--- src/rtl/data_mem_io_if.sv ---
// Processor-side data bus: word address, write data, write strobe and
// registered read data returned by the memory responder.
interface data_mem_io_if #(
    parameter int MEM_ADDR_WIDTH = 8,
    parameter int MEM_DATA_WIDTH = 8
);
    logic [MEM_ADDR_WIDTH-1:0] mem_addr;
    logic [MEM_DATA_WIDTH-1:0] mem_wdata;
    logic                      mem_WE;
    logic [MEM_DATA_WIDTH-1:0] mem_rdata;

    modport master (output mem_addr, output mem_wdata, output mem_WE, input mem_rdata);
    modport slave  (input mem_addr, input mem_wdata, input mem_WE, output mem_rdata);
endinterface

--- src/rtl/data_mem_io.sv ---
// Data RAM plus a 4-register I/O window (GPIO out, synchronised GPIO in,
// prescaled timer count, timer control/status) at the top of the address map.
module data_mem_io #(
    parameter int MEM_ADDR_WIDTH = 8,
    parameter int MEM_DATA_WIDTH = 8,
    parameter int IO_BASE        = 2**MEM_ADDR_WIDTH - 4,
    parameter int TMR_DIV        = 4
) (
    input  logic                      clk,
    input  logic                      srst_n,
    data_mem_io_if.slave              bus,
    input  logic [MEM_DATA_WIDTH-1:0] gpio_i,
    output logic [MEM_DATA_WIDTH-1:0] gpio_o,
    output logic                      irq
);
    localparam int AW = MEM_ADDR_WIDTH;
    localparam int DW = MEM_DATA_WIDTH;
    localparam int PW = (TMR_DIV > 1) ? $clog2(TMR_DIV) : 1;
    localparam logic [AW-1:0] IO_BASE_A = AW'(IO_BASE);
    localparam logic [PW-1:0] PRE_LAST  = PW'(TMR_DIV - 1);

    // Address decode
    logic       is_io;
    logic [1:0] io_sel;
    logic       wr_gpio, wr_cnt, wr_ctrl;

    assign is_io   = (bus.mem_addr >= IO_BASE_A);
    assign io_sel  = 2'(bus.mem_addr - IO_BASE_A);
    assign wr_gpio = bus.mem_WE && is_io && (io_sel == 2'd0);
    assign wr_cnt  = bus.mem_WE && is_io && (io_sel == 2'd2);
    assign wr_ctrl = bus.mem_WE && is_io && (io_sel == 2'd3);

    // RAM: single port, read-first, contents untouched by reset
    logic [DW-1:0] ram [IO_BASE];
    logic [DW-1:0] ram_rd_reg;

    // RAM write and registered read; a write presented during reset is dropped
    always_ff @(posedge clk) begin
        if (srst_n && bus.mem_WE && !is_io)
            ram[bus.mem_addr] <= bus.mem_wdata;
        ram_rd_reg <= ram[bus.mem_addr];
    end

    // Two-flop synchroniser for the external inputs, one chain per bit
    logic [DW-1:0] sync1_reg, sync2_reg;

    genvar gi;
    generate
        for (gi = 0; gi < DW; gi++) begin : g_sync
            // Per-bit synchroniser chain
            always_ff @(posedge clk) begin
                if (!srst_n) begin
                    sync1_reg[gi] <= 1'b0;
                    sync2_reg[gi] <= 1'b0;
                end else begin
                    sync1_reg[gi] <= gpio_i[gi];
                    sync2_reg[gi] <= sync1_reg[gi];
                end
            end
        end
    endgenerate

    // I/O register state
    logic [DW-1:0] gpio_o_reg, gpio_o_next;
    logic [DW-1:0] cnt_reg, cnt_next;
    logic [PW-1:0] pre_reg, pre_next;
    logic          en_reg, en_next;
    logic          irq_en_reg, irq_en_next;
    logic          tov_reg, tov_next;
    logic          irq_reg;
    logic          tick;
    logic          tov_set;

    assign tick = en_reg && (pre_reg == PRE_LAST);
    // A count write in the tick cycle overrides the increment, so no overflow either
    assign tov_set = tick && (cnt_reg == '1) && !wr_cnt;

    // Next-state for GPIO out, prescaler, count and control/status bits
    always_comb begin
        gpio_o_next = gpio_o_reg;
        cnt_next    = cnt_reg;
        pre_next    = pre_reg;
        en_next     = en_reg;
        irq_en_next = irq_en_reg;
        tov_next    = tov_reg;

        if (wr_gpio)
            gpio_o_next = bus.mem_wdata;

        if (tick) begin
            pre_next = '0;
            cnt_next = cnt_reg + 1'b1;
        end else if (en_reg) begin
            pre_next = pre_reg + 1'b1;
        end

        if (wr_cnt) begin
            cnt_next = bus.mem_wdata;
            pre_next = '0;
        end

        if (wr_ctrl) begin
            en_next     = bus.mem_wdata[0];
            irq_en_next = bus.mem_wdata[1];
            if (bus.mem_wdata[DW-1])
                tov_next = 1'b0;
        end

        // Setting the overflow flag beats a simultaneous write-1-clear
        if (tov_set)
            tov_next = 1'b1;
    end

    // I/O read value: timer registers report their post-edge contents
    logic [DW-1:0] io_rd_next, io_rd_reg;
    logic          ram_sel_reg;

    always_comb begin
        io_rd_next = '0;
        case (io_sel)
            2'd0: io_rd_next = gpio_o_reg;
            2'd1: io_rd_next = sync2_reg;
            2'd2: io_rd_next = cnt_next;
            default: begin
                io_rd_next[0]    = en_next;
                io_rd_next[1]    = irq_en_next;
                io_rd_next[DW-1] = tov_next;
            end
        endcase
    end

    // State registers, read-path registers and the interrupt flop
    always_ff @(posedge clk) begin
        if (!srst_n) begin
            gpio_o_reg  <= '0;
            cnt_reg     <= '0;
            pre_reg     <= '0;
            en_reg      <= 1'b0;
            irq_en_reg  <= 1'b0;
            tov_reg     <= 1'b0;
            irq_reg     <= 1'b0;
            io_rd_reg   <= '0;
            ram_sel_reg <= 1'b0;
        end else begin
            gpio_o_reg  <= gpio_o_next;
            cnt_reg     <= cnt_next;
            pre_reg     <= pre_next;
            en_reg      <= en_next;
            irq_en_reg  <= irq_en_next;
            tov_reg     <= tov_next;
            irq_reg     <= tov_reg && irq_en_reg;
            io_rd_reg   <= io_rd_next;
            ram_sel_reg <= !is_io;
        end
    end

    // Both read sources are registered; the select flop resets to the I/O side,
    // whose register is cleared, so read data is zero after reset
    assign bus.mem_rdata = ram_sel_reg ? ram_rd_reg : io_rd_reg;
    assign gpio_o        = gpio_o_reg;
    assign irq           = irq_reg;
endmodule

--- src/flat_wrapper.sv ---
// flat-port wrapper written by rule: the top's interface ports become plain ports
module data_mem_io_flat 
#(
    parameter int MEM_ADDR_WIDTH = 8,
    parameter int MEM_DATA_WIDTH = 8,
    parameter int IO_BASE        = 2**MEM_ADDR_WIDTH - 4,
    parameter int TMR_DIV        = 4
)
  (clk, srst_n, gpio_i, gpio_o, irq, bus_mem_addr, bus_mem_wdata, bus_mem_WE, bus_mem_rdata);
  data_mem_io_if #(.MEM_ADDR_WIDTH(MEM_ADDR_WIDTH), .MEM_DATA_WIDTH(MEM_DATA_WIDTH)) bus_i ();
  input  logic clk;
  input  logic srst_n;
  input  logic [MEM_DATA_WIDTH-1:0] gpio_i;
  output logic [MEM_DATA_WIDTH-1:0] gpio_o;
  output logic irq;
  input wire logic [$bits(bus_i.mem_addr)-1:0] bus_mem_addr;
  input wire logic [$bits(bus_i.mem_wdata)-1:0] bus_mem_wdata;
  input wire logic [$bits(bus_i.mem_WE)-1:0] bus_mem_WE;
  output wire logic [$bits(bus_i.mem_rdata)-1:0] bus_mem_rdata;
  assign bus_i.mem_addr = bus_mem_addr;
  assign bus_i.mem_wdata = bus_mem_wdata;
  assign bus_i.mem_WE = bus_mem_WE;
  assign bus_mem_rdata = bus_i.mem_rdata;
  data_mem_io #(.MEM_ADDR_WIDTH(MEM_ADDR_WIDTH), .MEM_DATA_WIDTH(MEM_DATA_WIDTH), .IO_BASE(IO_BASE), .TMR_DIV(TMR_DIV)) u_core (.clk(clk), .srst_n(srst_n), .bus(bus_i), .gpio_i(gpio_i), .gpio_o(gpio_o), .irq(irq));
endmodule
--- config.mk ---
export PLATFORM = sky130hd
export DESIGN_NAME = data_mem_io_flat
export DESIGN_NICKNAME = d
export VERILOG_FILES = /design/src/rtl/data_mem_io_if.sv /design/src/rtl/data_mem_io.sv /design/src/flat_wrapper.sv
export SDC_FILE = /design/constraint.sdc
export NUM_CORES = 2
export LEC_CHECK = 0
export BUFFER_PORTS_ARGS = -buffer_cell sky130_fd_sc_hd__buf_2
export CAP_MARGIN = 20
export CORE_UTILIZATION = 65
export CTS_CLUSTER_DIAMETER = 50
export CTS_CLUSTER_SIZE = 28
export DETAILED_ROUTE_END_ITERATION = 8
export PLACE_DENSITY_LB_ADDON = 0.15
export SYNTH_ARGS = -nofsm -noshare
export SYNTH_HDL_FRONTEND = slang
export SYNTH_SLANG_ARGS = --single-unit
--- constraint.sdc ---
create_clock -name clk -period 4.8 [get_ports clk]
set_input_delay 0.48 -clock clk [delete_from_list [all_inputs] [get_ports clk]]
set_output_delay 0.48 -clock clk [all_outputs]
set_load 0.02 [all_outputs]
==> metrics list <==
- Summing the areas of all compound-gate instances in the mapped netlist gives 3.470% of the synthesized area.
* Clock transition at the register clock pins on the worst setup and hold paths after CTS: 0.08 ns
- Entering global routing, the biggest net connects 149 pins.
* DRC errors left: 0
- Transition time at the pin with the least slew margin: 1.372 ns
* Maximum number of buffers from clock root to sink: 3
* Final setup skew: 0.03233 ns
- Die boundary height: 351.4 um
- Maximum capacitance violations: 0
* Number of buffer cells added on primary ports: 43
* Max reg flops: 2016
- Based on the critical path, the design can be clocked at up to 278.2 MHz.
* Average wire per cell in the routed design: 33.14 um
* I/O pins: 44
* Crit path setup slack, layout: 1.206 ns
* Most common flop cell mapped by yosys: edfxtp_1
* Most area-consuming cells after synthesis: edfxtp_1 (76%), mux4_2 (14%), a22oi_1 (2.2%)
- The pre-antenna-repair detailed-routing pass consisted of 6 iterations.
* Clock root cell: clkbuf_16
- VDD sags by at most 0.4112 mV.
- Post-synth top area share: 76.29%
- End of the worst register-to-register path: u_core.ram_rd_reg[2]$_DFF_P_
- STA classifies the critical path startpoint as an input port.
* Wire length of the first global-routing pass: 268200 um
- Most repeated cell in the gate-level netlist after synthesis: edfxtp_1
- Critical setup path kind: in -> reg
- Layout Area Growth over Synthesis: 9.985%
* Number of global-route vias before repair: 38930
* Count of distinct cell types in the synthesized netlist: 46
- In this run the standard cell core region covers 120400 um2.
- Setup repair after global routing left no endpoint under its margin.
* Maximum fanout encountered on the critical timing path: 77
- Global routing consumed, over all layers together, 30.68% of the routing resources.
- Final setup vio count: 0
- Prior to clock tree synthesis, the placed netlist has a worst setup slack of 0.4580 ns.
* Combinational family with the most area after synthesis: multiplexers
* Adder and majority cell fraction of the synthesized area: 0.03153%
- STA puts the critical path data required time at 5.47 ns.
- The number of nets in the synthesized netlist is 3743.
- The final layout contains routed wiring with a total length of 184500 um.
* Final Total Pwr: 0.03497 W
- The flow ran to the end, and the final reports show no timing, DRC or antenna violations.
- Sequential cell area fraction in the yosys report: 77.67%
* Mux contribution to synthesized area: 14.85%
- List of most frequent post-synthesis cells: edfxtp_1 (2016), mux4_2 (501), nor2_1 (306)
- The number of antenna violations at the first check in global routing was 6.
* Share of synthesized cell area in and, or, nand and nor gates: 2.390%
- Power density over cell area: 400.7 nW/um2
* Capture point of the worst path: u_core.ram_rd_reg[1]$_DFF_P_
- Violation count after the first detailed-routing iteration: 5636
- Dividing the synthesized area by the synthesized cell count gives 21.37 um2.
* Rows: 127
- Number of vias after detailed routing: 39060
- Counting instances, the worst hold path has a depth of 3.
- H-Tree Depth: 4
- The die covers 123500 um2.
* Proportion of register bits with asynchronous set or reset after synthesis: 0%
- Of the available clock period, the critical path in the final layout requires 74.88%.
* Start point of the critical path: bus_mem_addr[1]
* Biggest area consumer among synthesized cells: edfxtp_1
- 0 antenna diodes ended up in the layout.
- XOR/XNOR share of the synthesized area: 0.07726%
- Effective utilization at floorplan: 65.89%
- Cells after synthesis: 3714
* Mapped cell area: 79360 um2
- TritonCTS built the clock tree.
- Number of synthesized flops with an enable pin: 2016
- Worst hold path class: in -> reg
* Total number of clock tree sinks: 2071
- Number of buffers created by CTS: 149
* Arr. time, crit path: 4.26 ns
- Nets: 3861
* Max transition margin: 8.510%
- For the worst-skew pair, the clock arrives at the later sink with an insertion delay of 0.79 ns.
* Vias per std cell: 7.013
- For this run, the number of Yosys warnings is 0.
* Crit path time final: 3.594 ns
* Post-detail-place hpwl: 108200 um
* Post_cts resized: 0
* Number of synthesized register bits: 2071
- The startpoint identified for the worst register-to-register timing path is u_core.ram[203][2]$_DFFE_PP_.
- Global placement routability congestion: 0.9084
- Final sum of negative setup slack: 0 ns
- The number of hold-slack violations in the final timing report came to 0.
- Fraction of layout cells with a size suffix above 1: 24.94%
- The count of nets left with antenna violations once routing finished came out at 0.
* Die X-Extent: 351.4 um
- Post-CTS timing repair inserted 0 buffers for setup.
- Buffers inserted to repair hold after CTS numbered 8.
* R2R Setup Slk: 1.81 ns
- LEAKAGE: 26.74 nW
- More flip-flops sit in one register than any other, and that register is u_core.ram.
* Crit. End Element: register
- Max Transition Viols Final: 0
- Remaining global-route overflow: 0
* Worst reg-to-reg path cell count: 6
==> area by class of cell <==
class | count | area (um2)
flip-flops and latches | 2071 | 61640
fillers | 6788 | 33170
multi-input cells | 1406 | 16580
clock buffers | 166 | 3951
well taps | 1612 | 2017
repair buffers | 198 | 1802
clock inverters | 110 | 1271
inverters | 6 | 22.52
==> cell usage in the layout (no fill, tap or decap), types with 6 or more instances in the layout <==
cell           instances
a21oi_1              123
a22oi_1              232
and2_1                20
buf_12                25
buf_2                 33
buf_4                122
bufinv_16             10
clkbuf_1               9
clkbuf_16            156
clkbuf_8               9
clkinv_1               9
clkinv_2              10
clkinv_4              13
clkinv_8              12
clkinvlp_4            10
dfxtp_1               55
dlygate4sd3_1          8
edfxtp_1            2016
inv_6                 19
inv_8                 23
mux2_2                22
mux2i_1               25
mux4_2               501
nand2_1               49
nand2b_1               6
nand3_1                7
nor2_1               305
nor2b_1                6
nor3_1                10
nor4_1                21
o22a_1                 9
==> logic make-up (layout without fill, tap and decap cells) <==
group | count (synthesis) | count (layout)
simple gates | 445 | 445
xor+xnor | 7 | 7
mux | 548 | 548
fa+ha+maj | 2 | 2
buf+inv | 237 | 480
flops | 2071 | 2071
compound gates | 404 | 404
==> critical path, cell delays in order <==
cell      delay (ns)
buf_8           0.52
buf_4           0.65
buf_4           0.41
nor2_1          0.15
a22oi_1         0.33
a21oi_1         0.17
a211oi_1        0.71
o22ai_1         0.43
nand3b_1        0.27
==> report_power, final <==
group	switching [W]	internal [W]	total (W)
logic	0.00111	0.000604	0.00171
registers	0.0000319	0.0198	0.0199
clock network	0.00659	0.00680	0.0134
total	0.00774	0.0272	0.0350
==> metrics by stage <==
step | hold slack (ns) | std cells | utilization [%] | area (um2)
2_1_floorplan | 0.4119 | 3714 | - | 79360
3_3_place_gp | 0.4189 | 5285 | 68.06 | 81980
3_5_place_dp | 0.4225 | 5285 | 68.06 | 81980
4_1_cts | 0.1576 | 5569 | 72.46 | 87280
5_1_grt | 0.1817 | 5569 | 72.46 | 87280
6_report | 0.1854 | 5569 | 72.46 | 87280
==> how the worst min path moves through the flow <==
stage	from	to	slack [ns]
5_1_grt	srst_n	u_core.sync2_reg[0]$_SDFF_PN0_	0.18
3_5_place_dp	u_core.sync1_reg[0]$_SDFF_PN0_	u_core.sync2_reg[0]$_SDFF_PN0_	0.42
4_1_cts	srst_n	u_core.sync2_reg[0]$_SDFF_PN0_	0.16
6_report	srst_n	u_core.io_rd_reg[7]$_SDFF_PN0_	0.19
3_3_place_gp	u_core.sync1_reg[3]$_SDFF_PN0_	u_core.sync2_reg[3]$_SDFF_PN0_	0.42
2_1_floorplan	u_core.sync1_reg[0]$_SDFF_PN0_	u_core.sync2_reg[0]$_SDFF_PN0_	0.41
==> layer usage <==
| metal | share of wire (%) | wire, um | vias up | GRT usage, % |
|---|---|---|---|---|
| li1 | - | - | 15760 | - |
| met1 | 38 | 69710 | 20490 | 44.66 |
| met2 | 49 | 89580 | 2473 | 47.85 |
| met3 | 10 | 18530 | 333 | 5.670 |
| met4 | 3.6 | 6690 | 4 | 10.69 |
| met5 | 0.012 | 23 | - | 0 |
No activity file was read; power rests on OpenSTA's default activity.
